## src/rtl/mem_arbiter.sv

```systemverilog
// mem_arbiter: round-robin arbiter sharing one enable/busy memory port between two requesters
module mem_arbiter #(
  parameter int ADDR_WIDTH     = 64,
  parameter int DATA_WIDTH     = 64,
  parameter int BE_WIDTH       = DATA_WIDTH / 8,
  parameter int FIXED_PRIORITY = 0
) (
  input  logic                  clock,
  input  logic                  reset,
  input  logic                  req0_rd_en,
  input  logic                  req0_wr_en,
  input  logic [BE_WIDTH-1:0]   req0_byte_en,
  input  logic [ADDR_WIDTH-1:0] req0_addr,
  input  logic [DATA_WIDTH-1:0] req0_wr_data,
  output logic [DATA_WIDTH-1:0] req0_rd_data,
  output logic                  req0_busy,
  input  logic                  req1_rd_en,
  input  logic                  req1_wr_en,
  input  logic [BE_WIDTH-1:0]   req1_byte_en,
  input  logic [ADDR_WIDTH-1:0] req1_addr,
  input  logic [DATA_WIDTH-1:0] req1_wr_data,
  output logic [DATA_WIDTH-1:0] req1_rd_data,
  output logic                  req1_busy,
  output logic                  mem_rd_en,
  output logic                  mem_wr_en,
  output logic [BE_WIDTH-1:0]   mem_byte_en,
  output logic [ADDR_WIDTH-1:0] mem_addr,
  output logic [DATA_WIDTH-1:0] mem_wr_data,
  input  logic [DATA_WIDTH-1:0] mem_rd_data,
  input  logic                  mem_busy,
  output logic                  grant_valid,
  output logic                  grant_id
);
  typedef enum logic [1:0] {IDLE, OWN0, OWN1} state_t;
  state_t state, next_state;
  logic seen_busy, last_grant;
  logic req0_req, req1_req, own0, own1, owned, own_req, done, abort;
  assign req0_req = req0_rd_en | req0_wr_en;
  assign req1_req = req1_rd_en | req1_wr_en;
  assign own0 = state == OWN0;
  assign own1 = state == OWN1;
  assign owned = own0 | own1;
  assign own_req = own1 ? req1_req : req0_req;
  assign done = owned & seen_busy & ~mem_busy;
  assign abort = owned & ~seen_busy & ~own_req;
  // An unreachable encoding behaves as IDLE so the FSM always recovers.
  always_comb begin
    next_state = state;
    if (owned)
      next_state = (done || abort) ? IDLE : state;
    else
      next_state = (req0_req && (!req1_req || FIXED_PRIORITY != 0 || last_grant)) ? OWN0 :
                   req1_req ? OWN1 : IDLE;
  end
  always_ff @(posedge clock or posedge reset) begin
    if (reset) begin
      state      <= IDLE;
      seen_busy  <= 1'b0;
      last_grant <= 1'b1;
    end else begin
      state     <= next_state;
      seen_busy <= owned & ~done & ~abort & (seen_busy | mem_busy);
      if (done) last_grant <= own1;
    end
  end
  assign mem_rd_en    = own0 ? req0_rd_en   : own1 ? req1_rd_en   : 1'b0;
  assign mem_wr_en    = own0 ? req0_wr_en   : own1 ? req1_wr_en   : 1'b0;
  assign mem_byte_en  = own0 ? req0_byte_en : own1 ? req1_byte_en : '0;
  assign mem_addr     = own0 ? req0_addr    : own1 ? req1_addr    : '0;
  assign mem_wr_data  = own0 ? req0_wr_data : own1 ? req1_wr_data : '0;
  assign req0_busy    = own0 & mem_busy;
  assign req1_busy    = own1 & mem_busy;
  assign req0_rd_data = mem_rd_data;
  assign req1_rd_data = mem_rd_data;
  assign grant_valid  = owned;
  assign grant_id     = own1;
endmodule
```

## config.mk

```make
export PLATFORM = sky130hd
export DESIGN_NAME = mem_arbiter
export DESIGN_NICKNAME = d
export VERILOG_FILES = /design/src/rtl/mem_arbiter.sv
export SDC_FILE = /design/constraint.sdc
export NUM_CORES = 1
export LEC_CHECK = 0
export ABC_AREA = 1
export ABC_CLOCK_PERIOD_IN_PS = 4100
export CORE_AREA = 2 2 240 242
export CTS_CLUSTER_DIAMETER = 50
export DETAILED_ROUTE_END_ITERATION = 7
export DIE_AREA = 0 0 242 244
export SYNTH_ARGS = -nofsm -noshare
export SYNTH_HDL_FRONTEND = slang
export SYNTH_SLANG_ARGS = --single-unit
```

## constraint.sdc

```tcl
create_clock -name clock -period 4.1 [get_ports clock]
set_clock_uncertainty 0.05 [all_clocks]
set_input_delay 0.82 -clock clock [delete_from_list [all_inputs] [get_ports clock]]
set_output_delay 0.82 -clock clock [all_outputs]
set_load 0.005 [all_outputs]
```

==> run metrics, run 1 <==
top_reg_cell synth=dfrtp_1; main area contributors after synthesis=nand2_1 30%, buf_4 29%, nand3_1 17%; r2r endpoint=state[0]$_DFFE_PP0P_; Post-synth ARST share=100%; Simple-Gate Fraction of Synth Area=54.1%; FF-to-FF setup slack=2.22 ns; WL final=19400 um; synthesized area per cell=5.60 um^2; Seq cells post-synth=4; initial antenna violation count=1; xor/xnor share of the synthesized area=0%; global placer's final weighted congestion=0.732; sequential cell area fraction in the yosys report=2.89%; GRT Total Usage=6.06%; nets=1239; Die ar.=0.0590 mm^2; Synth Area in Adders=0.713%; Post-CTS Setup Bufs=0; post-synth top area cell=nand2_1; clk slew on worst S/H paths=0.03 ns; Die W=242 um; final hold viol count=0; CTS tree=built; complex-gate fraction of the synthesized area=1.07%; Worst R2R Path Depth=8; Slew Limit Fails=0; syn_nets=972; CTS root buffer=clkbuf_16; CP Class=reg2out; Core ar.=0.0562 mm^2; layout cell share with drive strength beyond 1=5.49%; clk sinks=4; crit share post-route=79.7%; EDFF count, synth=0; number of global-route vias before repair=4879; fill count=6513; Synth cell types=18; Pwr Density=418 mW/mm^2; top-count cell post-synth=nand2_1; Crit. End Element=output port; 1st-pass router iterations=6; Yosys warning count=0; number of inserted diodes=0; Setup TNS Final=0 ns; FMAX=0.306 GHz; post-synth top area share=30.3%; clock tree buffer depth=2; Site Rows=87; antenna-violating nets left=0; largest net degree at the start of global routing=140; Die Span Y=244 um; global-route wire length before repair=28100 um; Cells after Synth=627; DP HPWL=16100 um; critical path required time=3.23 ns; Worst R2R Start=state[0]$_DFFE_PP0P_; maximum level of the CTS H-tree=1; Tmin final=3.27 ns; DR DRC count=0; starting density of the core=6.25%; Vias=4906; CTS Buf Count=3; IO buf count=420; setup violators final=0; crit path to=mem_wr_data[27]; CP max FO=64; routed len/inst=11.8 um; Startpoint Class=flop; RSZ-0062 raised after global routing=false; most frequent cells after synthesis=283 x nand2_1, 135 x buf_4, 117 x nand3_1; # IOs=613; Overflow after GRT=0; drt via density=2.98; VDD IR-drop max=0.000290 V; Clk Latency, worst-skew pair=0.23 ns; hold_buf cts=0; CTS resizes=0; outcome=finished, final reports clean; Lkg Pwr=3.07 nW; DRT iter0 DRCs=105; largest family of logic cells by synthesized area=simple AND/OR/NAND/NOR gates; Worst-Margin Slew=0.687 ns; Layout area overhead=115%; Post-Syn Area=0.00351 mm^2; Worst slew margin=54.2%; final hold slack=0.441 ns; WP data arrival=2.40 ns; Hold WC Path Type=reg2reg; mux share of post-synthesis cell area=0%; Max-cap violations=0; Worst Setup SP=state[1]$_DFFE_PP0P_
## worst min path at each step
stage	from	to	slack [ns]	cells after the start
finish	last_grant$_DFFE_PP1P_	last_grant$_DFFE_PP1P_	0.44	2
global route	last_grant$_DFFE_PP1P_	last_grant$_DFFE_PP1P_	0.48	2
CTS	last_grant$_DFFE_PP1P_	last_grant$_DFFE_PP1P_	0.45	2
detailed placement	last_grant$_DFFE_PP1P_	last_grant$_DFFE_PP1P_	0.45	2
global placement	last_grant$_DFFE_PP1P_	last_grant$_DFFE_PP1P_	0.44	2
floorplan	last_grant$_DFFE_PP1P_	last_grant$_DFFE_PP1P_	0.42	2
## power by group
group	internal, W	switching (W)	leakage, nW
clock network	0.000129	0.0000312	0.0382
registers	0.0000615	0.0000159	0.0491
logic	0.00162	0.00130	2.98
total	0.00181	0.00134	3.07
## worst max-delay path, stage by stage, from the launching register on
cell and delay (ns):
dfrtp_1 0.39, inv_1 0.09, ha_4 0.19, inv_6 0.41, buf_12 0.28, nand3_1 0.09, nand2_1 0.12, clkdlybuf4s50_1 0.52
## metal layers
layer,wire length (um),share of wire (%),GRT usage (%)
met5,116,0.60,1.39
met4,772,4.0,2.61
met2,8810,45,10.2
met1,7100,37,6.46
met3,2580,13,2.79
## registers in the layout, indices dropped and copies added (netlist names)
signal      flops
last_grant      1
seen_busy       1
state           2
## area by class of cell
type	instances	area, um^2	share of cell area, %
sequential	4	101	1.34
timing repair buffer	437	4380	58.0
inverter	14	57.6	0.762
tap	756	946	12.5
multi-input combinational	434	1990	26.3
clock buffer	4	78.8	1.04
## cell usage in the layout, fill, tap and decap left out, drive strengths merged
cell	Yosys	routed
a21oi	1	1
buf	173	17
clkbuf	2	4
clkdlybuf4s50	0	420
dfrtp	3	3
dfstp	1	1
ha	2	2
inv	14	14
nand2	283	283
nand3	142	142
o211ai	1	1
o21ai	5	5
## kinds of logic (layout without fill, tap and decap cells)
group / after synthesis / count (layout)
AOI/OAI and AO/OA: 7 / 7
buffers and inverters: 189 / 455
DFF: 4 / 4
and+or+nand+nor: 425 / 425
adders and majority gates: 2 / 2
## metrics by stage
step	utilization (%)	setup slack [ns]	area [um^2]	total power, W	instances
finish	13.4	0.834	7550	0.00316	1649
global route	13.4	0.658	7550	0.00345	1649
CTS	13.4	0.741	7550	0.00322	1649
detailed placement	13.3	0.987	7470	0.00305	1645
global placement	13.3	0.975	7470	0.00305	1645
floorplan	-	2.05	3510	0.00146	627
Note: power is estimated with default switching activity, not from simulation.
==> run 2: changes to the inputs <==
- ABC_CLOCK_PERIOD_IN_PS: 4100 -> 2750
- CORE_AREA: 2 2 240 242 -> 2 2 236 238
- DIE_AREA: 0 0 242 244 -> 0 0 238 240
- clock period: 4.1 -> 2.75 ns (I/O delays scaled with it)
==> run metrics, run 2 (synthesis gave the netlist of run 1 again) <==
GRT Total Usage=6.22%; final hold viol count=0; Pwr Density=638 mW/mm^2; Slew Limit Fails=0; outcome=finished, final reports clean; 1st-pass router iterations=5; hold_buf cts=0; clk slew on worst S/H paths=0.03 ns; Layout area overhead=117%; CP max FO=73; RSZ-0062 raised after global routing=true; starting density of the core=6.42%; DR DRC count=0; Hold WC Path Type=reg2reg; Worst-Margin Slew=0.383 ns; Clk Latency, worst-skew pair=0.23 ns; Core ar.=0.0547 mm^2; Worst slew margin=74.4%; antenna-violating nets left=0; Tmin final=2.70 ns; number of global-route vias before repair=4599; maximum level of the CTS H-tree=1; Setup TNS Final=0 ns; drt via density=3.10; Die Span Y=240 um; Die ar.=0.0571 mm^2; setup violators final=0; IO buf count=420; clock tree buffer depth=2; max FFs per register=2; largest registers=state x2, last_grant x1, seen_busy x1; Max-cap violations=0; CP Class=reg2out; # IOs=613; WL final=21200 um; crit share post-route=98.1%; Site Rows=86; Vias=4951; Overflow after GRT=0; layout cell share with drive strength beyond 1=5.29%; DP HPWL=17300 um; nets=1234; Die W=238 um; Crit. End Element=output port; global-route wire length before repair=26900 um; Startpoint Class=flop; Slowest-stage cell, CP=clkdlybuf4s50_1; largest net degree at the start of global routing=74; critical path required time=2.15 ns; final hold slack=0.446 ns; sum of buffers and inverters on the critical path=3; DRT iter0 DRCs=190; CTS Buf Count=3; VDD IR-drop max=0.000440 V; WP data arrival=2.10 ns; global placer's final weighted congestion=0.675; clk sinks=4; CTS tree=built; routed len/inst=13.3 um; largest stage delay on the critical path=0.49 ns; most common cell after layout, fill and taps aside=clkdlybuf4s50_1; CTS root buffer=clkbuf_16; most used cell, CP=nand2_1; commonest non-fill, non-tap cells in the layout=410 x clkdlybuf4s50_1, 282 x nand2_1, 117 x nand3_1; worst path cell trace=inv_2 -> ha_4 -> buf_12 -> nand2_1 -> nand2_1 -> clkdlybuf4s50_1; FMAX=0.371 GHz; cell family contributing the most delay on the critical path=buffers and inverters; Top reg by flops=state; initial antenna violation count=12; Lkg Pwr=3.25 nW
## run 2: cell count changes in the layout (fill, tap and decap cells not counted)
cell / delta
dlymetal6s2s_1: +10
clkbuf_16: +2
nand2_1: -1
buf_16: +5
diode_2: +5
inv_2: +2
nand2_2: +1
clkdlybuf4s50_1: -10
inv_1: -2
buf_4: -12
## run 2: routing by layer
| metal | vias up | global-route usage (%) | share of wire (%) |
|---|---|---|---|
| met5 | - | 0 | 0.061 |
| met4 | 2 | 2.99 | 4.5 |
| met3 | 72 | 3.13 | 15 |
| met2 | 410 | 10.8 | 46 |
| met1 | 2093 | 6.18 | 35 |
| li1 | 2374 | - | - |
## run 2: power by group
group	internal, W	switching (W)	total, W
registers	0.0000918	0.0000263	0.000118
logic	0.00253	0.00198	0.00451
clock network	0.000192	0.0000457	0.000238
## run 2: worst paths after layout
path / start / to / slack, ns / depth (start not counted)
max in group asynchronous: reset / last_grant$_DFFE_PP1P_ / 1.95 / 2
hold reg to reg: last_grant$_DFFE_PP1P_ / last_grant$_DFFE_PP1P_ / 0.45 / 2
setup / recovery: state[1]$_DFFE_PP0P_ / mem_wr_data[4] / 0.05 / 6
min in group asynchronous: reset / state[0]$_DFFE_PP0P_ / 0.47 / 2
setup reg to reg: state[0]$_DFFE_PP0P_ / state[0]$_DFFE_PP0P_ / 1.07 / 9
hold / removal: last_grant$_DFFE_PP1P_ / last_grant$_DFFE_PP1P_ / 0.45 / 2
## run 2: cell type report
class / count / area, um^2
Antenna cell: 5 / 12.5
Clock buffer: 4 / 78.8
Fill cell: 6280 / 47000
Inverter: 14 / 57.6
Multi-Input combinational cell: 434 / 1990
Sequential cell: 4 / 101
Tap cell: 704 / 881
Timing Repair Buffer: 432 / 4500
## run 2: worst min-delay path: stages, from the launching register on
cell and delay (ns):
dfstp_2 0.36, nand2_1 0.05, o21ai_0 0.07
## run 2: what timing repair did
action | CTS | global route
gates resized for setup | 0 | 18
setup buffers | 0 | 2
endpoints found under the hold margin | 0 | 0
endpoints found under the setup margin | 0 | 30
## run 2: through the flow
step | util (%) | setup slack, ns | cells | instance area, um^2 | total power (W)
after global routing | 13.9 | -0.0360 | 1596 | 7620 | 0.00524
after detailed placement | 13.5 | 0.259 | 1584 | 7390 | 0.00440
final | 13.9 | 0.0511 | 1597 | 7620 | 0.00486
after CTS | 13.7 | 0.00760 | 1588 | 7470 | 0.00466
after global placement | 13.5 | 0.273 | 1584 | 7390 | 0.00436
after floorplan | - | 0.975 | 627 | 3510 | 0.00217
==> run 3: changes to the inputs <==
- ABC_CLOCK_PERIOD_IN_PS: 2750 -> 3200
- CORE_AREA: 2 2 236 238 -> 2 2 240 242
- DIE_AREA: 0 0 238 240 -> 0 0 242 244
- clock period: 2.75 -> 3.2 ns (I/O delays scaled with it)
==> run metrics, run 3 (synthesis gave the netlist of run 1 again) <==
crit share post-route=90.1%; worst hold start=last_grant$_DFFE_PP1P_; worst path cell trace=inv_1 -> ha_4 -> inv_6 -> buf_12 -> buf_12 -> nand3_1 -> nand2_1 -> clkdlybuf4s50_1; Site Rows=87; Lkg Pwr=3.10 nW; Worst-Margin Slew=0.389 ns; Top reg by flops=state; global placer's final weighted congestion=0.791; Core ar.=0.0562 mm^2; DRT iter0 DRCs=138; setup violators final=0; CTS tree=built; largest registers=state x2, last_grant x1, seen_busy x1; drt via density=2.97; nets=1243; Worst Setup SP=state[1]$_DFFE_PP0P_; Startpoint Class=flop; antenna-violating nets left=0; Slowest-stage cell, CP=clkdlybuf4s50_1; final hold viol count=0; most common cell after layout, fill and taps aside=clkdlybuf4s50_1; FF-to-FF setup slack=1.64 ns; Hold WC Path Type=reg2reg; pre-CTS setup slack=0.509 ns; commonest non-fill, non-tap cells in the layout=419 x clkdlybuf4s50_1, 283 x nand2_1, 117 x nand3_1; Clk Latency, worst-skew pair=0.23 ns; Tmin final=2.88 ns; DP HPWL=16900 um; number of inserted diodes=0; Die Span Y=244 um; starting density of the core=6.25%; global-route wire length before repair=29100 um; Setup TNS Final=0 ns; r2r endpoint=state[1]$_DFFE_PP0P_; largest net degree at the start of global routing=77; RSZ-0062 raised after global routing=false; hold_buf cts=0; Worst R2R Path Depth=8; Vias=4917; final hold slack=0.432 ns; Overflow after GRT=0; maximum level of the CTS H-tree=1; WL final=19900 um; # IOs=613; layout cell share with drive strength beyond 1=6.02%; Worst R2R Start=state[0]$_DFFE_PP0P_; setup ws final=0.317 ns; critical path required time=2.51 ns; Crit. End Element=output port; crit path to=mem_addr[55]; Worst slew margin=74.1%; CP max FO=28; IO buf count=420; largest stage delay on the critical path=0.50 ns; number of global-route vias before repair=4992; VDD IR-drop max=0.000308 V; 1st-pass router iterations=4; clock tree buffer depth=2; outcome=finished, final reports clean; GRT Total Usage=6.27%; Die W=242 um; most used cell, CP=buf_12; Post-CTS Setup Bufs=0; initial antenna violation count=0; Layout area overhead=117%; CTS resizes=0; max FFs per register=2; Die ar.=0.0590 mm^2; CTS Buf Count=3; Slew Limit Fails=0; routed len/inst=12.0 um; FMAX=0.347 GHz; CTS root buffer=clkbuf_16; Max-cap violations=0; clk sinks=4; WP data arrival=2.19 ns; Pwr Density=540 mW/mm^2; DR DRC count=0; clk slew on worst S/H paths=0.03 ns; CP Class=reg2out
-- run 3: changes by cell type in the layout (fill, tap and decap cells not counted), moves of 3 or more --
cell	before	now
clkdlybuf4s50_1	410	419
dlymetal6s2s_1	10	0
buf_12	4	7
diode_2	5	0
buf_4	1	15
buf_16	5	0
-- run 3: report_power, final --
group	total, W	leakage, nW	switching (W)	internal, W
Combinational	0.00381	3.01	0.00170	0.00210
Clock	0.000204	0.0382	0.0000393	0.000165
Sequential	0.000100	0.0491	0.0000213	0.0000787
Total	0.00411	3.10	0.00176	0.00235
-- run 3: through the flow --
stage / power (W) / utilization (%) / cells / instance area, um^2
2_1_floorplan: 0.00187 / - / 627 / 3510
3_3_place_gp: 0.00396 / 13.4 / 1649 / 7540
3_5_place_dp: 0.00395 / 13.4 / 1649 / 7540
4_1_cts: 0.00418 / 13.6 / 1653 / 7620
5_1_grt: 0.00447 / 13.6 / 1653 / 7620
6_report: 0.00411 / 13.6 / 1653 / 7620
-- run 3: layout make-up --
cell class | instances | area, um^2
Sequential cell | 4 | 101
Tap cell | 756 | 946
Fill cell | 6482 | 48600
Timing Repair Buffer | 441 | 4450
Multi-Input combinational cell | 434 | 1990
Clock buffer | 4 | 78.8
Inverter | 14 | 57.6
-- run 3: worst min path at each step --
| stage | slack, ns | cells past startpoint | end |
|---|---|---|---|
| after floorplan | 0.36 | 1 | seen_busy$_DFF_PP0_ |
| after global placement | 0.43 | 2 | last_grant$_DFFE_PP1P_ |
| after detailed placement | 0.43 | 2 | last_grant$_DFFE_PP1P_ |
| after CTS | 0.44 | 2 | last_grant$_DFFE_PP1P_ |
| after global routing | 0.48 | 2 | last_grant$_DFFE_PP1P_ |
| final | 0.43 | 2 | last_grant$_DFFE_PP1P_ |
-- run 3: routing by layer --
layer  vias up  share of wire (%)  global-route usage (%)  routed length [um]
met1      2060                 38                    6.79                7480
met4         4                3.9                    2.56                 773
li1       2383                  -                       -                   -
met3        51                 13                    2.86                2660
met5         -               0.58                    1.39                 116
met2       419                 45                    10.5                8880
-- run 3: critical path: cells and delay by family (launching register included) --
family	cells	cell delay, ns
adders and majority gates	1	0.20
buffers and inverters	5	1.13
DFF	1	0.40
and+or+nand+nor	2	0.17
